**src/rtl/bcd_scan_counter_if.sv**
```systemverilog
// Control and status bundle for the BCD scan counter.
// The master drives control; the slave (the counter) returns index and pulses.
interface bcd_scan_counter_if;
    logic       en;
    logic       up;
    logic       load;
    logic [3:0] load_val;
    logic [3:0] a;
    logic       step;
    logic       tc;
    logic       load_err;

    modport master (
        output en, up, load, load_val,
        input  a, step, tc, load_err
    );

    modport slave (
        input  en, up, load, load_val,
        output a, step, tc, load_err
    );
endinterface

```
**src/rtl/bcd_scan_counter.sv**
```systemverilog
// Decimal 0..9 scan index with a DWELL-cycle prescaler, used to
// sequence a 4-to-10 active-low decoder; loadable and reversible.
module bcd_scan_counter #(
    parameter int unsigned DWELL = 5
) (
    input  logic                clk,
    input  logic                rst,
    bcd_scan_counter_if.slave   bus
);

    localparam int unsigned PW = (DWELL > 1) ? $clog2(DWELL) : 1;
    localparam logic [PW-1:0] PRE_MAX = PW'(DWELL - 1);

    logic [3:0]    a_q, a_d;
    logic [PW-1:0] pre_q, pre_d;
    logic          step_q, step_d;
    logic          tc_q, tc_d;
    logic          err_q, err_d;

    assign bus.a        = a_q;
    assign bus.step     = step_q;
    assign bus.tc       = tc_q;
    assign bus.load_err = err_q;

    // Next state: load beats stepping, stepping beats hold; pulses default low.
    always_comb begin
        a_d    = a_q;
        pre_d  = pre_q;
        step_d = 1'b0;
        tc_d   = 1'b0;
        err_d  = 1'b0;
        if (bus.load) begin
            // Out-of-range values are refused so the index stays decimal.
            if (bus.load_val <= 4'd9) begin
                a_d   = bus.load_val;
                pre_d = '0;
            end else begin
                err_d = 1'b1;
            end
        end else if (bus.en) begin
            if (pre_q == PRE_MAX) begin
                pre_d  = '0;
                step_d = 1'b1;
                // Direction is sampled only on the advancing edge.
                if (bus.up) begin
                    if (a_q >= 4'd9) begin
                        a_d  = 4'd0;
                        tc_d = 1'b1;
                    end else begin
                        a_d = a_q + 4'd1;
                    end
                end else begin
                    if (a_q == 4'd0) begin
                        a_d  = 4'd9;
                        tc_d = 1'b1;
                    end else begin
                        a_d = a_q - 4'd1;
                    end
                end
            end else begin
                pre_d = pre_q + 1'b1;
            end
        end
    end

    // State register with asynchronous clear of index, prescaler and pulses.
    always_ff @(posedge clk or posedge rst) begin
        if (rst) begin
            a_q    <= 4'd0;
            pre_q  <= '0;
            step_q <= 1'b0;
            tc_q   <= 1'b0;
            err_q  <= 1'b0;
        end else begin
            a_q    <= a_d;
            pre_q  <= pre_d;
            step_q <= step_d;
            tc_q   <= tc_d;
            err_q  <= err_d;
        end
    end

endmodule

```
**src/flat_wrapper.sv**
```systemverilog
// flat-port wrapper written by rule: the top's interface ports become plain ports
module bcd_scan_counter_flat 
#(
    parameter int unsigned DWELL = 5
)
  (clk, rst, bus_en, bus_up, bus_load, bus_load_val, bus_a, bus_step, bus_tc, bus_load_err);
  bcd_scan_counter_if bus_i ();
  input  logic clk;
  input  logic rst;
  input wire logic [$bits(bus_i.en)-1:0] bus_en;
  input wire logic [$bits(bus_i.up)-1:0] bus_up;
  input wire logic [$bits(bus_i.load)-1:0] bus_load;
  input wire logic [$bits(bus_i.load_val)-1:0] bus_load_val;
  output wire logic [$bits(bus_i.a)-1:0] bus_a;
  output wire logic [$bits(bus_i.step)-1:0] bus_step;
  output wire logic [$bits(bus_i.tc)-1:0] bus_tc;
  output wire logic [$bits(bus_i.load_err)-1:0] bus_load_err;
  assign bus_i.en = bus_en;
  assign bus_i.up = bus_up;
  assign bus_i.load = bus_load;
  assign bus_i.load_val = bus_load_val;
  assign bus_a = bus_i.a;
  assign bus_step = bus_i.step;
  assign bus_tc = bus_i.tc;
  assign bus_load_err = bus_i.load_err;
  bcd_scan_counter #(.DWELL(DWELL)) u_core (.clk(clk), .rst(rst), .bus(bus_i));
endmodule
```
**config.mk**
```make
export PLATFORM = sky130hd
export DESIGN_NAME = bcd_scan_counter_flat
export DESIGN_NICKNAME = d
export VERILOG_FILES = /design/src/rtl/bcd_scan_counter_if.sv /design/src/rtl/bcd_scan_counter.sv /design/src/flat_wrapper.sv
export SDC_FILE = /design/constraint.sdc
export NUM_CORES = 1
export LEC_CHECK = 0
export CAP_MARGIN = 10
export CORE_MARGIN = 8
export CORE_UTILIZATION = 43
export DETAILED_ROUTE_END_ITERATION = 6
export GPL_ROUTABILITY_DRIVEN = 1
export PLACE_DENSITY = 0.73
export SLEW_MARGIN = 20
export SYNTH_ARGS = -nofsm -noshare
export SYNTH_HDL_FRONTEND = slang
export SYNTH_SLANG_ARGS = --single-unit
export TNS_END_PERCENT = 100
```
**constraint.sdc**
```tcl
create_clock -name clk -period 1.6 [get_ports clk]
set_input_delay 0.24 -clock clk [delete_from_list [all_inputs] [get_ports clk]]
set_output_delay 0.24 -clock clk [all_outputs]
set_load 0.02 [all_outputs]
```
# ---- Word-level counts from Yosys, hierarchy flattened
# Index checks and enable logic that the tools add are counted.
dict set report totals {
  reg_bits 10
  output_inout_bits 7
  word_cells 39
}
dict set report op_classes {
  addsub 3
  n_lt_le_gt_ge 2
  eq_ne 2
  muxes 22
  reduce_logical 5
}
# operator n
set op_table {}
lappend op_table {{$mux 4} 7}
lappend op_table {{$mux 3} 4}
lappend op_table {{$mux 1} 11}
lappend op_table {{$add 4x1->4 const B} 1}
lappend op_table {{$ge 4x4->1 const B} 1}
lappend op_table {{$le 4x4->1 const B} 1}
lappend op_table {{$logic_not 4->1} 1}
lappend op_table {{$reduce_bool 2->1} 2}
lappend op_table {{$sub 4x1->4 const B} 1}
lappend op_table {{$add 3x1->3 const B} 1}
lappend op_table {{$eq 3x3->1 const B} 1}
lappend op_table {{$reduce_and 3->1} 1}
lappend op_table {{$ne 2x1->1 const B} 1}
lappend op_table {{$reduce_and 2->1} 1}

# ---- Longest topological paths before layout
# Gate-level depths: netlist of the first run.
dict set report logic_depth {
  word_depth 6
  depth_mapped 6
}

# ---- Worst setup path before layout of the first run
# No wires, ideal clock.
dict set report synth_timing {
  path_type {register to register}
  start {register u_core.a_q[0] (netlist: u_core.bus.a[0])}
  end {register u_core.a_q[2] (netlist: u_core.bus.a[2])}
  setup_time_ps 121
  arrival_time_ps 1743
  path_slack_ps -264
  stages_incl_launch_ff 7
  period_less_slack_ps 1864
  path_cell_list {dfrtp_1 > inv_1 > ha_1 > or3b_4 > a21boi_4 > a221o_2 > a22o_2}
}
dict set report synth_via {
  elab_chain_cells 6
}
# item line
set synth_lines {}
lappend synth_lines {{start: declaration} bcd_scan_counter.sv:14} ;# logic [3:0] a_q, a_d;
lappend synth_lines {{start signal: assignment} bcd_scan_counter.sv:69} ;# a_q <= 4'd0;
lappend synth_lines {{start signal: assignment} bcd_scan_counter.sv:75} ;# a_q <= a_d;
lappend synth_lines {{$sub 4x1->4 (tied with other cells)} bcd_scan_counter.sv:57} ;# a_d = a_q - 4'd1;
lappend synth_lines {{$mux 4, on equally long branches} {bcd_scan_counter.sv:53, bcd_scan_counter.sv:46}}
lappend synth_lines {{$mux 4 (*)} bcd_scan_counter.sv:45} ;# if (bus.up) begin
lappend synth_lines {{$mux 4 (*)} bcd_scan_counter.sv:41} ;# if (pre_q == PRE_MAX) begin
lappend synth_lines {{$mux 4 (*)} bcd_scan_counter.sv:40} ;# end else if (bus.en) begin
lappend synth_lines {{$mux 4 (*)} bcd_scan_counter.sv:32} ;# if (bus.load) begin
# Mark *: on every way between the ends. The rest lies on a longest branch, timed or not. The select of a mux whose other input is x is not followed.
# A chain may end at the register's enable or synchronous reset.

# ---- Worst setup path after layout of the first run
# Ends and elaborated chain as after synthesis.

==> impl_metrics.yaml, run 1 <==
detailed_routing:
  ant_nets: 0
  via_per_inst: 5.481
  num_vias: 707
  initialDrtViolationCount: 45
  dr.pass1.iters: 4
  wirelength_microns: 1884
  post-route-drc-count: 0
  wl_per_cell_microns: 14.60
synth:
  synth_most_common_cell: "inv_1"
  async_reset_ff_share_pct: 100.0
  syn_avg_cell_area_sq_um: 9.466
  yosysSeqAreaShare_pct: 34.78
  yosys.area.top_type: "dfrtp_1"
  synthTopCellsByArea: "dfrtp_1 35%, ha_1 10%, inv_1 5.7%"
  yosys_warnings: 0
  yosysUniqueCellTypes: 35
  syn_area_sq_um: 719.4
  synth_edf_count: 0
  synth_top_area_share_pct: 34.78
  synth-main-ff-cell: "dfrtp_1"
  syn_nets: 91
  synthCells: 76
  synth-seq-cells: 10
  synth_common_cells: "11 x inv_1, 10 x dfrtp_1, 7 x nand2_1, 6 x ha_1"
cells_and_area:
  fill_cells: 119
  instances_no_fill: 129
  drive_above_1_share_pct: 38.05
  antennaDiodeCount: 0
  final_area_sq_um: 1106
  fin_util_pct: 71.75
  nets: 129
  syn2layout_area_growth_pct: 53.74
pwr:
  power_mw: 1.162
  p_leak_nw: 0.5348
  clock_power_share_pct: 20.1
  p_switching_mw: 0.4233
  p_sw_share_pct: 36.42
  power.density_nw_per_um2: 1051
  p_int_mw: 0.7389
  vdd_drop_max_mv: 0.8220
  seqPwrFrac_pct: 30.4
  comb_power_share_pct: 49.5
die:
  core_area_sq_um: 1541
  rows: 14
  dieWidth_microns: 56.91
  start_util_pct: 46.67
  die_h_microns: 56.91
  die_area_sq_um: 3238
  boundaryPins: 16
sta:
  setup_slack_ns: -0.07175
  slew_viol_final: 0
  finalSetupViolCount: 2
  fin_skew_ns: 0.006658
  timing.setup.tns_ns: -0.1190
  worst_pin_slew_ns: 0.5073
  hold_viol_final: 0
  fmax_mhz: 598.2
  rsz0062_at_grt: "true"
  period_needed_ns: 1.672
  slew_headroom_pct: 66.03
  timing.hold.ws_ns: 0.2318
  period_share_pct: 104.5
place:
  place_ws_ns: -0.09461
  dpl_cell_area_sq_um: 983.4
  place_inst: 118
  io_buffers: 15
  gp_congestion: 0.8243
  dpl.hpwl_microns: 1440
clock_tree:
  cts_buffers: 3
  cts.clk_slew.worst_paths_ns: 0.07
  clk_latency_ns: 0.28
  clockBufferDepth: 2
  htreeDepth: 1
  holdBufCountCts: 0
  clockRootBuffer: "clkbuf_4"
  clock-sinks: 10
  cts_tree: "yes"
run_status:
  violations: "negative setup slack"
  status: "finished, violations left"
setup_path:
  cp.arrival_ns: 1.84
  setup.worst_path.start: "u_core.bus.a[0]$_DFFE_PP0P_"
  crit_required_ns: 1.77
  path_class: "reg -> reg"
  cp_max_fo: 5
  crit_path_end_kind: "register"
  r2r_start: "u_core.bus.a[0]$_DFFE_PP0P_"
  cp-start-kind: "register"
global_route:
  grt_max_degree: 11
  grt_pass1_vias: 695
  overflow: 0
  grt_pass1_wl_microns: 3153
  track_usage_pct: 11.98
  antenna_found_initial: 0
hold_path:
  hold_class: "in -> async"
run:
  max-cap-violations: 0
state kept, by name, indices dropped and copies added (netlist names):
register / flops
u_core.bus.tc: 1
u_core.bus.step: 1
u_core.bus.load_err: 1
u_core.bus.a: 4
u_core.pre_q: 3
repair_timing:
action | 4_1_cts | 5_1_grt
resized for setup | 7 | 9
setup buffers | 1 | 6
pin swaps | 1 | 5
endpoints found under the setup margin | 8 | 5
kinds of logic after synthesis:
group / synth area share (%)
compound gates: 26.26
xor+xnor: 2.435
fa+ha+maj: 10.43
buf+inv: 8.348
flops: 34.78
simple gates: 17.74
metal layers:
layer / track usage (%) / share of wire, %
met1: 13.26 / 41
met2: 20.62 / 50
met5: 0 / 0
met4: 2.013 / 1.4
met3: 5.618 / 7.3
power by group through the flow:
stage / combinational [mW] / clock, mW / sequential (mW)
floorplan: 0.273 / 0 / 0.376
global placement: 0.478 / 0 / 0.358
detailed placement: 0.495 / 0 / 0.359
CTS: 0.495 / 0.235 / 0.352
global route: 0.629 / 0.250 / 0.360
finish: 0.575 / 0.234 / 0.354
final timing paths:
kind / endpoint / slack [ns] / depth (start not counted)
setup / recovery: u_core.bus.a[2]$_DFFE_PP0P_ / -0.07 / 5
hold / removal: u_core.bus.a[2]$_DFFE_PP0P_ / 0.23 / 2
setup reg to reg: u_core.bus.a[2]$_DFFE_PP0P_ / -0.07 / 5
hold reg to reg: u_core.pre_q[1]$_DFFE_PP0P_ / 0.51 / 2
max in group asynchronous: u_core.bus.a[0]$_DFFE_PP0P_ / 1.07 / 2
min in group clk: u_core.pre_q[1]$_DFFE_PP0P_ / 0.51 / 2
cell usage in the layout (no fill, tap or decap), types with 2 or more instances in the layout:
cell             count
buf_4               19
o211ai_1             2
nor2_1               3
dfrtp_2              2
o21ai_0              3
a21oi_1              2
ha_4                 2
inv_4                2
ha_2                 2
ha_1                 2
clkdlybuf4s50_1     11
a21oi_2              2
clkbuf_4             3
xor2_1               2
o21ai_1              2
nand2_1              7
dfrtp_1              8
inv_1                9
o31ai_2              2
dlygate4sd2_1        4
critical path, cell delays in order (launching register included):
cell     delay [ns]
dfrtp_2        0.46
buf_4          0.17
ha_2           0.19
xor2_1         0.16
a221o_2        0.39
a22o_2         0.21
cell type report:
type                    instances  area [sq um]  share of cell area [%]
clock buffers                   4         36.28                   3.281
multi-input cells              53         451.7                   40.84
well taps                      16         20.02                   1.810
inverters                      11         46.29                   4.186
repair buffers                 35         299.0                   27.04
flip-flops and latches         10         252.7                   22.85
No activity file was read; power rests on OpenSTA's default activity.
==> run 2, diff against run 1 <==
- PLACE_DENSITY: 0.73 -> 0.82
==> impl_metrics.yaml, run 2 (synthesis gave the netlist of run 1 again) <==
sta:
  worst_pin_slew_ns: 0.3695
  fmax_mhz: 610.2
  slew_headroom_pct: 75.02
  slew_viol_final: 0
  period_share_pct: 102.4
  fin_skew_ns: 0.001347
  hold_viol_final: 0
  period_needed_ns: 1.639
  rsz0062_at_grt: "true"
  setup_slack_ns: -0.03877
  finalSetupViolCount: 2
pwr:
  p_sw_share_pct: 35.44
  p_int_mw: 0.6970
  seqPwrFrac_pct: 32.6
  p_leak_nw: 0.5004
  vdd_drop_max_mv: 0.8163
  power_mw: 1.080
  comb_power_share_pct: 46.5
  power.density_nw_per_um2: 1037
  clock_power_share_pct: 21.0
  p_switching_mw: 0.3826
cells_and_area:
  antennaDiodeCount: 0
  multiInputGateArea_sq_um: 437.9
  final_area_sq_um: 1041
  final_common_cell: "buf_4"
  layout_common_cells: "14 x buf_4, 12 x clkdlybuf4s50_1, 9 x inv_1"
  largest_reg_flops: 4
  fill_cells: 127
  drive_above_1_share_pct: 33.64
  syn2layout_area_growth_pct: 44.70
  seqCellArea_sq_um: 254.0
  nets: 123
setup_path:
  crit_slowest_cell: "dfrtp_2"
  cp-start-kind: "register"
  r2r_start: "u_core.bus.a[0]$_DFFE_PP0P_"
  critPathBufInv: 1
  r2r_setup_slack_ns: -0.04
  cp_max_fo: 4
  setup.worst_path.start: "u_core.bus.a[0]$_DFFE_PP0P_"
  crit_chain: "inv_2 -> ha_4 -> or3b_4 -> a21boi_4 -> a221o_2 -> a22o_2"
  r2r_end: "u_core.bus.a[2]$_DFFE_PP0P_"
  reg2reg_depth: 6
  path_class: "reg -> reg"
  crit_required_ns: 1.75
  critPathMaxStageDelay_ns: 0.41
  cp.arrival_ns: 1.79
  crit_path_end_kind: "register"
  critical_path.top_delay_family: "compound AO/OA/AOI/OAI gates"
place:
  gp_congestion: 0.8517
  io_buffers: 15
  dpl.hpwl_microns: 1275
  dpl_cell_area_sq_um: 975.9
hold_path:
  hold_class: "in -> async"
detailed_routing:
  ant_nets: 0
  via_per_inst: 5.350
  initialDrtViolationCount: 12
  wl_per_cell_microns: 14.02
  dr.pass1.iters: 4
  wirelength_microns: 1724
  post-route-drc-count: 0
  num_vias: 658
die:
  die_area_sq_um: 3238
  die_h_microns: 56.91
  dieWidth_microns: 56.91
  start_util_pct: 46.67
  rows: 14
  boundaryPins: 16
  core_area_sq_um: 1541
clock_tree:
  cts_buffers: 3
  cts.clk_slew.worst_paths_ns: 0.07
  clk_latency_ns: 0.26
  htreeDepth: 1
  holdBufCountCts: 0
  clockBufferDepth: 2
  clockRootBuffer: "clkbuf_4"
  cts_tree: "yes"
  clock-sinks: 10
global_route:
  overflow: 0
  antenna_found_initial: 0
  grt_pass1_wl_microns: 2877
  track_usage_pct: 10.77
  grt_pass1_vias: 659
  grt_max_degree: 11
run:
  max-cap-violations: 0
run_status:
  status: "finished, violations left"
  violations: "negative setup slack"
==> run 2: changes by cell type in the layout (fill, tap and decap cells not counted), moves of 2 or more <==
cell     change
a21oi_1      +2
a21oi_2      -2
buf_4        -5
inv_2        +2
inv_4        -2
==> run 2: cell type report <==
class | count | area share [%]
Multi-Input combinational cell | 53 | 42.07
Sequential cell | 10 | 24.40
Timing Repair Buffer | 29 | 24.16
Inverter | 11 | 3.966
Clock buffer | 4 | 3.486
Tap cell | 16 | 1.923
==> run 2: per-stage QoR <==
step	hold slack (ns)	utilization, %	TNS (ns)	std cells	setup WS [ns]
after CTS	0.2598	65.99	-0.06949	122	-0.02903
after detailed placement	0.5040	63.31	-0.2397	117	-0.1013
after global routing	0.2758	67.53	-0.2011	123	-0.08784
final	0.2495	67.53	-0.04159	123	-0.03877
after floorplan	0.08004	-	-0.1019	76	-0.08297
after global placement	0.4909	63.31	-0.1313	117	-0.06363
==> run 2: worst max-delay path by stage <==
| stage | to | cells past startpoint |
|---|---|---|
| 2_1_floorplan | u_core.bus.a[2]$_DFFE_PP0P_ | 6 |
| 6_report | u_core.bus.a[2]$_DFFE_PP0P_ | 6 |
| 3_5_place_dp | u_core.bus.a[2]$_DFFE_PP0P_ | 5 |
| 5_1_grt | u_core.bus.a[2]$_DFFE_PP0P_ | 6 |
| 4_1_cts | u_core.bus.a[1]$_DFFE_PP0P_ | 6 |
| 3_3_place_gp | u_core.bus.a[2]$_DFFE_PP0P_ | 5 |
==> run 2: what timing repair did <==
action	CTS	global route
setup buffers	1	1
endpoints found under the setup margin	6	5
pin swaps	0	2
resized for setup	4	6
==> run 2: power groups by stage <==
stage	clock network, mW	registers, mW	logic, mW
floorplan	0	0.376	0.273
global placement	0	0.356	0.467
detailed placement	0	0.359	0.474
CTS	0.232	0.351	0.477
global route	0.242	0.361	0.556
finish	0.226	0.352	0.502
==> run 2: per-layer routing <==
metal  wire (microns)  vias to the layer above  GRT usage, %
met5                0                        -             0
met4               54                        0         3.020
met3               77                        4         4.045
met2              918                       13         19.53
met1              675                      309         11.20
li1                 -                      332             -
==> run 3, diff against run 2 <==
- CORE_UTILIZATION: 43 -> 40
- PLACE_DENSITY: 0.82 -> 0.77
==> impl_metrics.yaml, run 3 (synthesis gave the netlist of run 1 again) <==
global_route:
  grt_max_degree: 11
  antenna_found_initial: 0
  track_usage_pct: 10.23
  grt_pass1_vias: 631
  grt_pass1_wl_microns: 2691
  overflow: 0
setup_path:
  crit_path_end_kind: "register"
  cp.arrival_ns: 1.81
  cp_num_cells: 6
  critPathBufInv: 1
  r2r_setup_slack_ns: -0.05
  reg2reg_depth: 6
  setup.worst_path.start: "u_core.bus.a[0]$_DFFE_PP0P_"
  critical_path.top_delay_family: "compound AO/OA/AOI/OAI gates"
  r2r_end: "u_core.bus.a[2]$_DFFE_PP0P_"
  critPathMaxStageDelay_ns: 0.44
  cp-start-kind: "register"
  cp_max_fo: 5
  r2r_start: "u_core.bus.a[0]$_DFFE_PP0P_"
  path_class: "reg -> reg"
  crit_chain: "inv_2 -> ha_4 -> or3b_4 -> a21boi_4 -> a221o_2 -> a22o_2"
  crit_end: "u_core.bus.a[2]$_DFFE_PP0P_"
  crit_slowest_cell: "dfrtp_2"
  crit_required_ns: 1.76
die:
  boundaryPins: 16
  die_h_microns: 58.41
  core_area_sq_um: 1708
  die_area_sq_um: 3412
  rows: 15
  start_util_pct: 42.12
  dieWidth_microns: 58.41
clock_tree:
  clockRootBuffer: "clkbuf_4"
  clk_latency_ns: 0.27
  clockBufferDepth: 2
  htreeDepth: 1
  cts_buffers: 3
  cts_setup_buffers: 0
  cts_tree: "yes"
  clock-sinks: 10
  cts.clk_slew.worst_paths_ns: 0.07
cells_and_area:
  layout_common_cells: "11 x clkdlybuf4s50_1, 9 x inv_1, 9 x buf_4"
  nets: 118
  drive_above_1_share_pct: 26.47
  antennaDiodeCount: 0
  final_common_cell: "clkdlybuf4s50_1"
  fill_cells: 144
  largest_reg_flops: 4
  syn2layout_area_growth_pct: 38.96
sta:
  period_needed_ns: 1.652
  finalSetupViolCount: 2
  fmax_mhz: 605.4
  worst_pin_slew_ns: 0.3789
  timing.hold.ws_ns: 0.2351
  slew_headroom_pct: 74.71
  slew_viol_final: 0
  rsz0062_at_grt: "true"
  setup_slack_ns: -0.05188
  period_share_pct: 103.2
  fin_skew_ns: 0.005225
  hold_viol_final: 0
detailed_routing:
  num_vias: 646
  post-route-drc-count: 0
  wirelength_microns: 1646
  dr.pass1.iters: 4
  ant_nets: 0
  initialDrtViolationCount: 14
  via_per_inst: 5.087
  wl_per_cell_microns: 12.96
place:
  place_ws_ns: -0.08605
  io_buffers: 15
  dpl.hpwl_microns: 1332
  gp_congestion: 0.8245
pwr:
  p_leak_nw: 0.4805
  vdd_drop_max_mv: 0.6131
  power_mw: 1.037
  power.density_nw_per_um2: 1038
run:
  max-cap-violations: 0
hold_path:
  hold_class: "in -> async"
run_status:
  violations: "negative setup slack"
  status: "finished, violations left"
==> run 3: metrics by stage <==
step                util [%]   TNS, ns  cell area (sq um)  instances
global route           58.53   -0.2123              999.7        127
global placement       56.48  -0.02498              964.7        123
floorplan                  -   -0.1019              734.5         76
CTS                    58.32  -0.07986              996.0        127
finish                 58.53  -0.06240              999.7        127
detailed placement     56.48   -0.1561              964.7        123
==> run 3: worst min-delay path by stage <==
| stage | endpoint | slack (ns) | cells after the start |
|---|---|---|---|
| 6_report | u_core.pre_q[2]$_DFFE_PP0P_ | 0.24 | 2 |
| 5_1_grt | u_core.pre_q[2]$_DFFE_PP0P_ | 0.28 | 2 |
| 4_1_cts | u_core.pre_q[2]$_DFFE_PP0P_ | 0.25 | 2 |
| 3_5_place_dp | u_core.pre_q[1]$_DFFE_PP0P_ | 0.50 | 2 |
| 3_3_place_gp | u_core.pre_q[1]$_DFFE_PP0P_ | 0.48 | 2 |
| 2_1_floorplan | u_core.bus.a[2]$_DFFE_PP0P_ | 0.08 | 1 |
==> run 3: repair_timing <==
action / in CTS / in global routing
resized for setup: 5 / 2
hold buffers: 0 / 0
endpoints found under the setup margin: 7 / 4
gates cloned: 0 / 0
pin swaps: 0 / 2
==> run 3: area by class of cell <==
type,instances,area (sq um),share of cell area (%)
tap,25,31.28,3.129
multi-input combinational,53,425.4,42.55
sequential,10,252.7,25.28
inverter,11,41.29,4.130
clock buffer,4,36.28,3.630
timing repair buffer,24,212.7,21.28
==> run 3: layer usage <==
metal  up-vias  wire length (microns)  track usage, %
li1        318                      -               -
met1       307                    723           11.14
met2        17                    825           17.32
met3         4                     63           2.826
met4         0                     34           5.944
met5         -                      0               0
==> run 3: where the power goes <==
group / switching [mW] / total (mW) / internal [mW] / leakage [nW]
Clock: 0.0948 / 0.233 / 0.138 / 0.0210
Sequential: 0.0646 / 0.356 / 0.291 / 0.128
Combinational: 0.219 / 0.448 / 0.230 / 0.332
